`config.mk`:
```
export PLATFORM = sky130hd
export DESIGN_NAME = serial_master_port
export DESIGN_NICKNAME = d
export VERILOG_FILES = /design/src/rtl/serial_master_port.sv
export SDC_FILE = /design/constraint.sdc
export NUM_CORES = 1
export LEC_CHECK = 0
export ABC_AREA = 1
export BUFFER_PORTS_ARGS = -buffer_cell sky130_fd_sc_hd__buf_4
export CELL_PAD_IN_SITES_DETAIL_PLACEMENT = 0
export CELL_PAD_IN_SITES_GLOBAL_PLACEMENT = 2
export CORE_ASPECT_RATIO = 1.2
export CORE_UTILIZATION = 35
export CTS_CLUSTER_DIAMETER = 100
export DETAILED_ROUTE_END_ITERATION = 8
export PLACE_DENSITY_LB_ADDON = 0.1
export SYNTH_ARGS = -nofsm -noshare
export SYNTH_HDL_FRONTEND = slang
export SYNTH_SLANG_ARGS = --single-unit
```
`constraint.sdc`:
```
create_clock -name clk -period 3.15 [get_ports clk]
set_input_delay 0.63 -clock clk [delete_from_list [all_inputs] [get_ports clk]]
set_output_delay 0.63 -clock clk [all_outputs]
set_load 0.1 [all_outputs]
```
`src/rtl/serial_master_port.sv`:
```
// serial_master_port: serialises one parallel read/write request onto the 1-bit master bus
// and deserialises read data. Optional read timeout: define SERIAL_MASTER_PORT_TIMEOUT_EN.
module serial_master_port #(
  parameter int ADDR_WIDTH = 12,
  parameter int DATA_WIDTH = 8,
  parameter int TIMEOUT    = 255
) (
  input  logic                  clk,
  input  logic                  rstn,
  input  logic [ADDR_WIDTH-1:0] daddr,
  input  logic [DATA_WIDTH-1:0] dwdata,
  input  logic                  dmode,
  input  logic                  dvalid,
  output logic                  dready,
  output logic [DATA_WIDTH-1:0] drdata,
  output logic                  drvalid,
  output logic                  derr,
  output logic                  mwdata,
  input  logic                  mrdata,
  output logic                  mmode,
  output logic                  mvalid,
  input  logic                  svalid,
  input  logic                  sready
);

  localparam int MAXW = (ADDR_WIDTH > DATA_WIDTH) ? ADDR_WIDTH : DATA_WIDTH;
  localparam int CW   = $clog2(MAXW + 1);
  localparam int TW   = $clog2(TIMEOUT + 1);

  typedef enum logic [2:0] {
    S_IDLE  = 3'd0,
    S_REQ   = 3'd1,
    S_ADDR  = 3'd2,
    S_WDATA = 3'd3,
    S_RDATA = 3'd4
  } state_t;

  state_t                state_r, state_s;
  logic [CW-1:0]         cnt_r, cnt_s;
  logic [TW-1:0]         to_r, to_s;
  logic [ADDR_WIDTH-1:0] addr_r, addr_s;
  logic [DATA_WIDTH-1:0] wdata_r, wdata_s;
  logic [MAXW-1:0]       sh_r, sh_s;
  logic [DATA_WIDTH-1:0] rsh_r, rsh_s;
  logic                  mmode_r, mmode_s;
  logic                  dready_r, dready_s;
  logic [DATA_WIDTH-1:0] drdata_r, drdata_s;
  logic                  drvalid_r, drvalid_s;
  logic                  derr_r, derr_s;
  logic                  mwdata_r, mwdata_s;
  logic                  mvalid_r, mvalid_s;

  // Next-state and next-output logic; every output is computed one cycle ahead and registered.
  always_comb begin
    state_s   = state_r;
    cnt_s     = cnt_r;
    to_s      = to_r;
    addr_s    = addr_r;
    wdata_s   = wdata_r;
    sh_s      = sh_r;
    rsh_s     = rsh_r;
    mmode_s   = mmode_r;
    dready_s  = dready_r;
    drdata_s  = drdata_r;
    drvalid_s = 1'b0;
    derr_s    = 1'b0;
    mwdata_s  = mwdata_r;
    mvalid_s  = mvalid_r;
    case (state_r)
      S_IDLE: begin
        if (dvalid) begin
          addr_s   = daddr;
          wdata_s  = dwdata;
          mmode_s  = dmode;
          dready_s = 1'b0;
          cnt_s    = '0;
          state_s  = S_REQ;
        end else begin
          dready_s = 1'b1;
        end
      end
      S_REQ: begin
        if (sready) begin
          mvalid_s = 1'b1;
          mwdata_s = addr_r[0];
          sh_s     = MAXW'(addr_r >> 1);
          cnt_s    = '0;
          state_s  = S_ADDR;
        end else begin
          mvalid_s = 1'b0;
        end
      end
      S_ADDR: begin
        if (cnt_r == CW'(ADDR_WIDTH - 1)) begin
          cnt_s = '0;
          if (mmode_r) begin
            mwdata_s = wdata_r[0];
            sh_s     = MAXW'(wdata_r >> 1);
            state_s  = S_WDATA;
          end else begin
            mvalid_s = 1'b0;
            mwdata_s = 1'b0;
            rsh_s    = '0;
            to_s     = '0;
            state_s  = S_RDATA;
          end
        end else begin
          cnt_s    = cnt_r + CW'(1);
          mwdata_s = sh_r[0];
          sh_s     = sh_r >> 1;
        end
      end
      S_WDATA: begin
        if (cnt_r == CW'(DATA_WIDTH - 1)) begin
          cnt_s    = '0;
          mvalid_s = 1'b0;
          mwdata_s = 1'b0;
          dready_s = 1'b1;
          state_s  = S_IDLE;
        end else begin
          cnt_s    = cnt_r + CW'(1);
          mwdata_s = sh_r[0];
          sh_s     = sh_r >> 1;
        end
      end
      S_RDATA: begin
        if (svalid) begin
          // Bits arrive LSB first, so each new bit enters at the top and the word shifts down.
          rsh_s = DATA_WIDTH'({mrdata, rsh_r} >> 1);
          to_s  = '0;
          if (cnt_r == CW'(DATA_WIDTH - 1)) begin
            cnt_s     = '0;
            drdata_s  = rsh_s;
            drvalid_s = 1'b1;
            dready_s  = 1'b1;
            state_s   = S_IDLE;
          end else begin
            cnt_s = cnt_r + CW'(1);
          end
        end else begin
`ifdef SERIAL_MASTER_PORT_TIMEOUT_EN
          if (to_r == TW'(TIMEOUT - 1)) begin
            to_s      = '0;
            cnt_s     = '0;
            drdata_s  = '0;
            drvalid_s = 1'b1;
            derr_s    = 1'b1;
            dready_s  = 1'b1;
            state_s   = S_IDLE;
          end else begin
            to_s = to_r + TW'(1);
          end
`else
          to_s = to_r;
`endif
        end
      end
      default: begin
        state_s  = S_IDLE;
        cnt_s    = '0;
        mvalid_s = 1'b0;
        mwdata_s = 1'b0;
        dready_s = 1'b1;
      end
    endcase
  end

  // State and output registers; reset aborts any transfer immediately.
  always_ff @(posedge clk or negedge rstn) begin
    if (!rstn) begin
      state_r   <= S_IDLE;
      cnt_r     <= '0;
      to_r      <= '0;
      addr_r    <= '0;
      wdata_r   <= '0;
      sh_r      <= '0;
      rsh_r     <= '0;
      mmode_r   <= 1'b0;
      dready_r  <= 1'b1;
      drdata_r  <= '0;
      drvalid_r <= 1'b0;
      derr_r    <= 1'b0;
      mwdata_r  <= 1'b0;
      mvalid_r  <= 1'b0;
    end else begin
      state_r   <= state_s;
      cnt_r     <= cnt_s;
      to_r      <= to_s;
      addr_r    <= addr_s;
      wdata_r   <= wdata_s;
      sh_r      <= sh_s;
      rsh_r     <= rsh_s;
      mmode_r   <= mmode_s;
      dready_r  <= dready_s;
      drdata_r  <= drdata_s;
      drvalid_r <= drvalid_s;
      derr_r    <= derr_s;
      mwdata_r  <= mwdata_s;
      mvalid_r  <= mvalid_s;
    end
  end

  assign dready  = dready_r;
  assign drdata  = drdata_r;
  assign drvalid = drvalid_r;
  assign derr    = derr_r;
  assign mwdata  = mwdata_r;
  assign mmode   = mmode_r;
  assign mvalid  = mvalid_r;

endmodule

```
Yosys cells after proc, flatten, opt, wreduce, memory -nomap -nowiden
Cells that the tools add are included.
{"block": "totals", "elab_cells": 82, "in_bits": 27, "register_bits": 60, "out_inout_bits": 14}
{"block": "classes", "n_eq_ne": 14, "reduce_logical": 14, "bitwise": 2, "mux": 39, "add_sub_neg": 1}
{"cell": "$mux W12", "n": 4}
{"cell": "$pmux W12 S3", "n": 1}
{"cell": "$mux W8", "n": 3}
{"cell": "$mux W4", "n": 5}
{"cell": "$pmux W4 S5", "n": 1}
{"cell": "$mux W3", "n": 6}
{"cell": "$pmux W8 S2", "n": 1}
{"cell": "$reduce_and A4 Y1", "n": 4}
{"cell": "$pmux W3 S5", "n": 1}
{"cell": "$mux W1", "n": 14}
{"cell": "$ne A2 B2 Y1 const B", "n": 7}
{"cell": "$pmux W1 S4", "n": 3}
{"cell": "$eq A3 B2 Y1 const B", "n": 2}
{"cell": "$reduce_and A2 Y1", "n": 3}
{"cell": "$reduce_and A3 Y1", "n": 2}
{"cell": "$add A4 B1 Y4 const B", "n": 1}
{"cell": "$eq A4 B3 Y1 const B", "n": 1}
{"cell": "$eq A4 B4 Y1 const B", "n": 1}
{"cell": "$reduce_or A2 Y1", "n": 2}
{"cell": "$eq A3 B1 Y1 const B", "n": 1}
{"cell": "$eq A3 B3 Y1 const B", "n": 1}
{"cell": "$logic_not A3 Y1", "n": 1}
{"cell": "$ne A3 B3 Y1 const B", "n": 1}
{"cell": "$reduce_bool A3 Y1", "n": 1}
{"cell": "2 further kinds", "n": 3}

Depth between registers and ports, before layout
Gate-level depths: netlist of the first run.
{"block": "depth", "word_depth": 4, "depth_mapped": 10, "ltp_nobuf": 9}

Least setup slack after synthesis of the first run
Ideal clock, no wire load.
{"block": "synth_timing", "kind": "reg2reg", "startpoint": "register mmode_r, in the netlist mmode", "endpoint": "register sh_r[10]", "n_path_buf": 1, "setup_time_ps": 65, "synth_period_minus_slack_ps": 1666, "arrival_time_ps": 1601, "required_time_ps": 3085, "path_slack_ps": 1484, "path_stages_with_launch": 8, "path_cell_list": "dfrtp_1 nor2_1 nand2_2 nand2_1 nor2_2 buf_4 nand2_1 nand2_1"}
{"block": "synth_via", "elab_chain_len": 2}
{"item": "start: declaration", "line": "45", "rtl": "logic mmode_r, mmode_s;"}
{"item": "start signal: assignment", "line": "193", "rtl": "mmode_r <= mmode_s;"}
{"item": "$ne A3 B3 Y1 (no source line)"}
{"item": "$reduce_and A4 Y1 (no source line)"}
{"item": "end signal: assignment", "line": "191", "rtl": "sh_r <= sh_s;"}
{"item": "end: declaration", "line": "43", "rtl": "logic [MAXW-1:0] sh_r, sh_s;"}
Every way passes these cells.
A chain may end at the register's enable or synchronous reset.

Worst setup path after layout of the first run
{"block": "layout_timing", "startpoint": "register cnt_r[0]", "endpoint": "register sh_r[9]"}
{"block": "layout_via", "elab_chain_len": 3, "word_cells_on_any_way": 7, "cone_classes": "4 x eq/ne; 2 x mux; 1 x reduce/logical"}
{"item": "start: declaration", "line": "39", "rtl": "logic [CW-1:0] cnt_r, cnt_s;"}
{"item": "start signal: assignment", "line": "187", "rtl": "cnt_r <= cnt_s;"}
{"item": "$eq A4 B4 Y1 / $eq A4 B3 Y1 (equally long branches)", "line": "94, 114"}
{"item": "$ne A3 B3 Y1 (no source line), or another cell as far along"}
{"item": "$reduce_and A4 Y1 (no source line) / $pmux W12 S3 (equally long branches)"}
Parallel ways exist; a longest one is shown, timed or not.

==> flow_metrics.tcl, run 1 <==
set metrics [dict create \
    status "finished clean" \
    drv_slew 0 \
    antenna_found_initial 0 \
    portBuffers 39 \
    track_usage_pct 16.7 \
    final_util_pct 43.8 \
    drtAntennaViolNets 0 \
    dpl.hpwl_um 4350 \
    netlist_area_um2 2890 \
    startpoint_type "register" \
    gp_congestion 0.825 \
    yosys_warnings 0 \
    grt_remaining_overflow 0 \
    grt_pass1_wl_um 11000 \
    fin_nets 420 \
    cts_made_buffers 9 \
    grt_pass1_vias 2273 \
    synth_seq_cells 58 \
    p_leak_uw 0.00184 \
    power_density_nw_per_um2 1090 \
    final.setup.tns_ns 0 \
    wl_per_cell_um 13.4 \
    use_met3_pct 4.73 \
    syn_nets 379 \
    synth_most_common_cell "nand2_1" \
    finalCritPeriodShare_pct 59.9 \
    tightest_slew_ns 0.752 \
    cts_max_path_buffers 2 \
    finalPower_uw 3720 \
    yosys.area.top_type_share_pct 49.4 \
    rsz0062_at_grt "false" \
    cts.repair.resized 0 \
    synth_edf_count 0 \
    slew_headroom_pct 49.8 \
    initial_core_util_pct 36.8 \
    grt_util_met2_pct 26.8 \
    fp-row-count 35 \
    cp-end-kind "register" \
    clock_sinks 58 \
    drive_gt1_share_pct 22.9 \
    via_count 2329 \
    dieHeight_um 101 \
    die-area_um2 8620 \
    grt-busiest-layer "met2" \
    clkTransAtPathRegs_ns 0.07 \
    drv_cap 0 \
    viasPerCell 4.76 \
    fin_crit_ns 1.89 \
    root_buffer "clkbuf_8" \
    crit_fanout 15 \
    cts_setup_buffers 0 \
    cp.arrival_ns 2.17 \
    synthArstFlopShare_pct 100 \
    hold_class "in -> async" \
    syn_area_per_cell_um2 8.22 \
    coreArea_um2 7840 \
    pin_count 41 \
    diodes 0 \
    synth_cell_types 25 \
    drc 0 \
    finalWirelength_um 6540 \
    htreeDepth 3 \
    synth_area_leaders "dfrtp_1, nand2_1, mux2_2, nand3_1, nor2_1" \
    worstPathRequired_ns 3.43 \
    ir_drop_uv 475 \
    grt_max_degree 59 \
    synth_area_leader_cell "dfrtp_1" \
    synth_flop_cell "dfrtp_1" \
    crit_type "reg -> reg" \
    filler_cell_count 807 \
    final_hold_viol_count 0 \
    rr_worst_depth 9 \
    die_x_um 84.9 \
    clk_latency_ns 0.34 \
    drt_iter0_drc 102 \
    area_delta_synth_final_pct 18.8 \
    synth_top_cells_by_count "nand2_1, dfrtp_1, nand3_1" \
    cts_tree "yes" \
    cts_hold_buffers 0 \
    grt.met1_usage_pct 21.6 \
    drt_first_pass_iters 6 \
    synth-seq-area-share_pct 50.3 \
    skew_ns 0.0101 \
    synth_cells 351 \
    timing.fmax_mhz 530 \
    final-setup-viol-count 0 \
]
## final cells by class
class / instances / area [um^2] / area share (%)
Sequential cell: 58 / 1450 / 42.4
Multi-Input combinational cell: 248 / 1230 / 35.8
Timing Repair Buffer: 42 / 315 / 9.19
Clock buffer: 10 / 128 / 3.72
Inverter: 33 / 124 / 3.61
Tap cell: 92 / 115 / 3.36
Clock inverter: 6 / 66.3 / 1.93
## cell usage in the layout (no fill, tap or decap)
cell          n
o21ai_0      16
dfstp_2       1
xor2_1        1
nor2_1       32
nand3_1      36
mux2_2       20
nor2_4        2
nand4_1       3
nand2_2       2
inv_1        30
nand2_1     125
inv_6         1
nor2_2        2
dfrtp_1      57
clkbuf_1      1
clkinvlp_4    3
conb_1        1
bufinv_16     1
a21oi_1       2
nor3_4        1
clkbuf_8      9
nand3_2       2
clkinv_2      1
inv_2         3
nor3_1        1
buf_4        42
nand2_4       1
ha_1          1
## report_power, final
part	internal (uW)	total (uW)	switching [uW]
combinational	576	1720	1150
sequential	1070	1310	236
clock	366	690	323
## worst max-delay path: stages, from the launching register on
cell     delay (ns)
dfrtp_1        0.41
ha_1           0.27
nand3_1        0.11
buf_4          0.22
nor2_1         0.07
nand2_2        0.10
nand2_1        0.07
nor2_2         0.40
nand2_1        0.09
nand2_1        0.08
## per-stage QoR
stage	hold slack (ns)	cell area [um^2]	cells	setup WS [ns]
after global placement	0.462	3240	473	1.22
after CTS	0.384	3430	489	1.21
final	0.357	3430	489	1.26
after global routing	0.411	3430	489	1.00
after floorplan	0.334	2890	351	1.48
after detailed placement	0.464	3240	473	1.24
## metal layers
layer	part of all wire (%)	vias to the layer above	wire length, um
met4	1.3	0	85
li1	-	1192	-
met1	49	1082	3210
met2	45	49	2960
met3	4.2	6	276
met5	0	-	0
## flip-flops by register name (all words and copies together) (netlist names)
register / count
cnt_r: 4
wdata_r: 8
dready: 1
mmode: 1
rsh_r: 7
addr_r: 12
state_r: 3
sh_r: 11
drdata: 8
mvalid: 1
drvalid: 1
mwdata: 1
## path summary, 6_finish.rpt
path	startpoint	endpoint	slack [ns]
setup / recovery	cnt_r[0]	sh_r[9]	1.26
setup reg to reg	cnt_r[0]	sh_r[9]	1.26
min in group clk	rsh_r[1]	rsh_r[1]	0.48
hold / removal	rstn	cnt_r[3]	0.36
hold reg to reg	rsh_r[1]	rsh_r[1]	0.48
max in group asynchronous	rstn	addr_r[11]	2.30
## cells by family after synthesis
kind of cell               Yosys count  share of synthesized area (%)
AOI/OAI and AO/OA                   18                           3.12
xor gates and xnor gates             1                          0.303
muxes                               20                           7.80
and+or+nand+nor                    207                           30.8
DFF                                 58                           50.3
buffers and inverters               45                           7.11
adders and majority gates            1                          0.433
other                                1                          0.130
(Power assumes the default switching activity.)
==> run 2, diff against run 1 <==
--- a/config.mk
+++ b/config.mk
@@ -5,7 +5,7 @@
 export SDC_FILE = /design/constraint.sdc
 export NUM_CORES = 1
 export LEC_CHECK = 0
-export ABC_AREA = 1
+export ABC_AREA = 0
 export BUFFER_PORTS_ARGS = -buffer_cell sky130_fd_sc_hd__buf_4
 export CELL_PAD_IN_SITES_DETAIL_PLACEMENT = 0
 export CELL_PAD_IN_SITES_GLOBAL_PLACEMENT = 2
==> constraint.sdc (replaced) <==
create_clock -name clk -period 1.75 [get_ports clk]
set_input_delay 0.35 -clock clk [delete_from_list [all_inputs] [get_ports clk]]
set_output_delay 0.35 -clock clk [all_outputs]
set_load 0.1 [all_outputs]
==> run 2 against run 1 <==
Against the previous run: the run now ends with design-rule violations left; core utilization up 2.9 points; die area is 2.5% lower; critical path type unchanged; flip-flop and latch count is the same; critical endpoint is now drdata[3]; largest power group unchanged; cell area rose by 5.5%.
==> flow_metrics.tcl, run 2 <==
set metrics [dict create \
    final_hold_viol_count 0 \
    min_to "drdata[7]" \
    crit_type "reg -> reg" \
    synth_most_common_cell "dfrtp_1" \
    startpoint_type "register" \
    grt_pass1_vias 1999 \
    syn_nets 272 \
    hold_path_depth 2 \
    die_x_um 83.9 \
    finalWirelength_um 5840 \
    final_common_cell "buf_4" \
    yosys.area.top_type_share_pct 50.7 \
    initial_core_util_pct 36.3 \
    final-setup-viol-count 0 \
    timing.fmax_mhz 610 \
    fin_crit_ns 1.64 \
    r2r-start "cnt_r[0]" \
    cts_tree "yes" \
    violations "design-rule violations" \
    seq_area_um2 1460 \
    dpl.hpwl_um 3980 \
    clkTransAtPathRegs_ns 0.08 \
    skew_ns 0.0101 \
    diodes 0 \
    final_cell_mix "buf_4, dfrtp_1, nand2_1" \
    critPathTopFamily "flip-flops" \
    die-area_um2 8400 \
    filler_cell_count 751 \
    coreArea_um2 7750 \
    final.setup.tns_ns 0 \
    netlist_area_um2 2810 \
    syn_area_per_cell_um2 11.5 \
    fp-row-count 35 \
    clock_sinks 58 \
    min_from "mrdata" \
    drt_iter0_drc 56 \
    regMostFlops "addr_r" \
    synth_cell_types 46 \
    root_buffer "clkbuf_8" \
    hold_class "in -> reg" \
    via_count 1968 \
    pin_count 41 \
    synth_flop_cell "dfrtp_1" \
    grt_remaining_overflow 0 \
    track_usage_pct 15.4 \
    crit_chain "ha_4 -> and3b_1 -> nand2_2 -> nor2_4 -> clkbuf_2 -> mux2_2" \
    status "finished with violations" \
    cts_made_buffers 9 \
    grt_max_degree 33 \
    synth-seq-area-share_pct 51.6 \
    r2r_slack_ns 0.11 \
    synth_cells 244 \
    rr_worst_depth 6 \
    p_leak_uw 0.00165 \
    crit_buf_inv 1 \
    gp_congestion 0.750 \
    grt_pass1_wl_um 9860 \
    power_density_nw_per_um2 1700 \
    ir_drop_uv 676 \
    cp-end-kind "register" \
    wl_per_cell_um 14.6 \
    drtAntennaViolNets 0 \
    dieHeight_um 100 \
    portBuffers 39 \
    r2r_end "drdata[3]" \
    synth_edf_count 0 \
    cp.arrival_ns 1.87 \
    cp_slowest_cell "dfrtp_1" \
    drv_slew 0 \
    final_util_pct 46.7 \
    drive_gt1_share_pct 42.3 \
    fin_nets 330 \
    drt_first_pass_iters 6 \
    crit_path_max_incr_delay_ns 0.43 \
    synth_area_leaders "dfrtp_1, mux2_2, nand2_1, mux2_4, mux2i_1" \
    synth_area_leader_cell "dfrtp_1" \
    viasPerCell 4.93 \
    clk_latency_ns 0.34 \
    synth_seq_cells 58 \
    drc 4 \
    crit_fanout 6 \
    yosys_warnings 0 \
    hold_ws_ns 0.236 \
    area_delta_synth_final_pct 28.6 \
    htreeDepth 3 \
    largest_reg_flops 12 \
    antenna_found_initial 0 \
    reg_top3 "addr_r x12, sh_r x11" \
    drv_cap 0 \
    rsz0062_at_grt "false" \
    cts_max_path_buffers 2 \
    synth_top_cells_by_count "dfrtp_1, nand2_1, mux2_2" \
    synthArstFlopShare_pct 100 \
    worstPathRequired_ns 1.98 \
    finalCritPeriodShare_pct 93.7 \
    multiInputGateArea_um2 1240 \
]
## run 2: cell types whose count changed after synthesis, sizes merged, moves of 3 or more
cell	change
mux2i	+9
a31oi	+9
nand2	-92
o21ai	-10
a21oi	+8
nor3b	+3
inv	-20
nor2	-26
nand3	-33
nand2b	+8
mux2	+19
buf	+3
## run 2: cell type report
cell class	instances	share of cell area, %
sequential	58	40.4
multi-input combinational	160	34.4
timing repair buffer	60	13.8
clock inverter	7	3.46
clock buffer	9	3.42
tap	92	3.18
inverter	13	1.35
## run 2: logic make-up (layout without fill, tap and decap cells)
kind of cell	Yosys count	in the layout	synth area share [%]
AND/OR/NAND/NOR	74	74	14.3
adder cells (fa/ha/maj)	1	1	0.445
other	1	1	0.133
flip-flops	58	58	51.6
XOR/XNOR	1	1	0.311
multiplexers	48	48	19.9
AO/OA/AOI/OAI	35	35	8.45
buffers and inverters	26	89	4.89
## run 2: what timing repair did
action / in CTS / in global routing
gates resized for setup: 0 / 7
buffers inserted: 0 / 4
hold endpoints to repair: 30 / 0
setup endpoints to repair: 0 / 22
hold buffers: 1 / 0
## run 2: worst register-to-register path, stage by stage, from the launching register on
cell      delay (ns)
dfrtp_1         0.43
ha_4            0.19
and3b_1         0.21
nand2_2         0.10
nor2_4          0.11
clkbuf_2        0.17
mux2_2          0.34
## run 2: per-stage QoR
stage / instance area, um^2 / cells / total power, uW / worst slack (ns)
after floorplan: 2820 / 244 / 3960 / 0.0179
after detailed placement: 3310 / 378 / 4560 / 0.0212
after global placement: 3310 / 378 / 4540 / 0.0803
final: 3620 / 399 / 6150 / 0.110
after CTS: 3570 / 395 / 6160 / 0.0260
after global routing: 3620 / 399 / 6570 / 0.0303
## run 2: how the worst max path moves through the flow
stage	start	endpoint	slack (ns)	depth (start not counted)
CTS	cnt_r[0]	drdata[6]	0.03	5
global placement	cnt_r[0]	sh_r[4]	0.08	6
finish	cnt_r[0]	drdata[3]	0.11	6
detailed placement	cnt_r[0]	drdata[6]	0.02	5
floorplan	mmode	sh_r[2]	0.02	5
global route	cnt_r[0]	drdata[7]	0.03	6
## run 2: where the power goes
group	switching [uW]	internal, uW	leakage [uW]	total [uW]
Combinational	1150	1150	0.000805	2310
Sequential	403	1870	0.000724	2280
Clock	605	958	0.000124	1560
## run 2: routing by layer
layer	wire length [um]	GRT usage, %	share of wire [%]
met1	2770	20.7	47
met4	112	8.36	1.9
met5	0	0	0
met3	189	3.04	3.2
met2	2770	23.6	47
==> run 3, diff against run 2 <==
==> constraint.sdc (replaced) <==
create_clock -name clk -period 1.75 [get_ports clk]
set_input_delay 0.35 -clock clk [delete_from_list [all_inputs] [get_ports clk]]
set_output_delay 0.35 -clock clk [all_outputs]
set_load 0.01 [all_outputs]
==> run 3 against run 2 <==
Against the previous run: the flow still finishes with violations (design-rule violations); cell area is 2.9% lower; global-route usage about the same; clock skew grew 0.00077 ns; register-to-register slack about the same; non-clock buffer count decreased by 1; sequential power shrank 3%; power shrank 13%; wire length decreased by 0.19%; setup slack got worse by 0.0011 ns; fmax about the same.
==> flow_metrics.tcl, run 3 (synthesized netlist as in run 2, its figures left out) <==
set metrics [dict create \
    viasPerCell 4.88 \
    power_density_nw_per_um2 1520 \
    cp-end-kind "register" \
    rr_worst_depth 5 \
    min_from "mrdata" \
    crit_path_start "cnt_r[1]" \
    coreArea_um2 7750 \
    htreeDepth 3 \
    pin_count 41 \
    pre_cts_slack_ns 0.0239 \
    timing.fmax_mhz 609 \
    drive_gt1_share_pct 41.4 \
    dieHeight_um 100 \
    drt_first_pass_iters 6 \
    area_delta_synth_final_pct 24.8 \
    min_to "drdata[7]" \
    r2r-start "cnt_r[1]" \
    r2r_slack_ns 0.11 \
    initial_core_util_pct 36.3 \
    cts_setup_buffers 0 \
    p_leak_uw 0.00160 \
    cp.arrival_ns 1.87 \
    placed_area_um2 3310 \
    violations "design-rule violations" \
    via_count 1946 \
    largest_reg_flops 12 \
    crit_fanout 7 \
    clock_sinks 58 \
    portBuffers 39 \
    grt_max_degree 37 \
    ir_drop_uv 674 \
    startpoint_type "register" \
    antenna_found_initial 0 \
    finalWorstSetupSlack_ns 0.109 \
    diodes 0 \
    final.setup.tns_ns 0 \
    cts_max_path_buffers 2 \
    r2r_end "drdata[4]" \
    gp_congestion 0.758 \
    fin_crit_ns 1.64 \
    grt_pass1_wl_um 9960 \
    final_hold_viol_count 0 \
    cts_tree "yes" \
    grt_pass1_vias 1976 \
    drt_iter0_drc 68 \
    hold_path_depth 2 \
    clk_latency_ns 0.34 \
    final_cell_mix "dfrtp_1, buf_4, nand2_1" \
    die_x_um 83.9 \
    final-setup-viol-count 0 \
    fp-row-count 35 \
    finalWirelength_um 5830 \
    hold_ws_ns 0.239 \
    drv_slew 0 \
    final_common_cell "dfrtp_1" \
    fin_nets 330 \
    cts_made_buffers 9 \
    die-area_um2 8400 \
    hold_class "in -> reg" \
    grt_remaining_overflow 0 \
    finalPower_uw 5340 \
    reg_top3 "addr_r x12, sh_r x11" \
    regMostFlops "addr_r" \
    clkTransAtPathRegs_ns 0.07 \
    track_usage_pct 15.4 \
    status "finished with violations" \
    drv_cap 0 \
    root_buffer "clkbuf_8" \
    crit_type "reg -> reg" \
    stdcell_area_um2 3510 \
    finalCritPeriodShare_pct 93.8 \
    wl_per_cell_um 14.6 \
    drc 7 \
    dpl.hpwl_um 4040 \
    skew_ns 0.0109 \
    drtAntennaViolNets 0 \
    worstPathRequired_ns 1.98 \
]
==> run 3: changes by cell type in the layout (fill, tap and decap cells not counted), sizes merged <==
cell,change
bufinv,-3
clkinvlp,+2
nor2,+1
==> run 3: layer usage <==
layer / track usage, % / part of all wire, % / vias up
met5: 0 / 0 / -
met2: 24.0 / 47 / 34
met3: 4.11 / 3.4 / 8
li1: - / - / 964
met4: 6.37 / 1.5 / 0
met1: 20.5 / 48 / 940
==> run 3: report_power, final <==
| part | switching [uW] | internal, uW | total [uW] | leakage (uW) |
|---|---|---|---|---|
| clock network | 572 | 515 | 1090 | 0.0000827 |
| logic | 892 | 1150 | 2040 | 0.000791 |
| registers | 346 | 1860 | 2210 | 0.000728 |
| total | 1810 | 3530 | 5340 | 0.00160 |
==> run 3: final cells by class <==
type / count / area (um^2)
multi-input combinational: 161 / 1240
inverter: 13 / 48.8
timing repair buffer: 59 / 483
fill: 753 / 4240
clock buffer: 10 / 128
tap: 92 / 115
sequential: 58 / 1450
clock inverter: 6 / 42.5
==> run 3: metrics by stage <==
| step | std cells | util (%) |
|---|---|---|
| 5_1_grt | 399 | 45.3 |
| 2_1_floorplan | 244 | - |
| 4_1_cts | 398 | 45.1 |
| 3_3_place_gp | 381 | 42.7 |
| 6_report | 399 | 45.3 |
| 3_5_place_dp | 381 | 42.7 |
==> run 3: critical path, cell delays in order (launching register included) <==
cell and delay, ns:
dfrtp_1 0.37, ha_2 0.25, and3b_1 0.23, nand2_2 0.13, nor2_4 0.21, mux2_2 0.35
==> run 3: repair_timing <==
| action | 4_1_cts | 5_1_grt |
|---|---|---|
| endpoints found under the hold margin | 21 | 0 |
| gates resized for setup | 0 | 5 |
| endpoints found under the setup margin | 0 | 17 |
| hold buffers | 1 | 0 |
==> run 3: worst max path at each step <==
stage / to / depth (start not counted) / slack [ns]
after floorplan: drdata[0] / 5 / 0.16
after global placement: cnt_r[3] / 5 / 0.04
after detailed placement: drdata[5] / 5 / 0.02
after CTS: drdata[5] / 5 / 0.01
after global routing: drdata[4] / 5 / -0.009
final: drdata[4] / 5 / 0.11
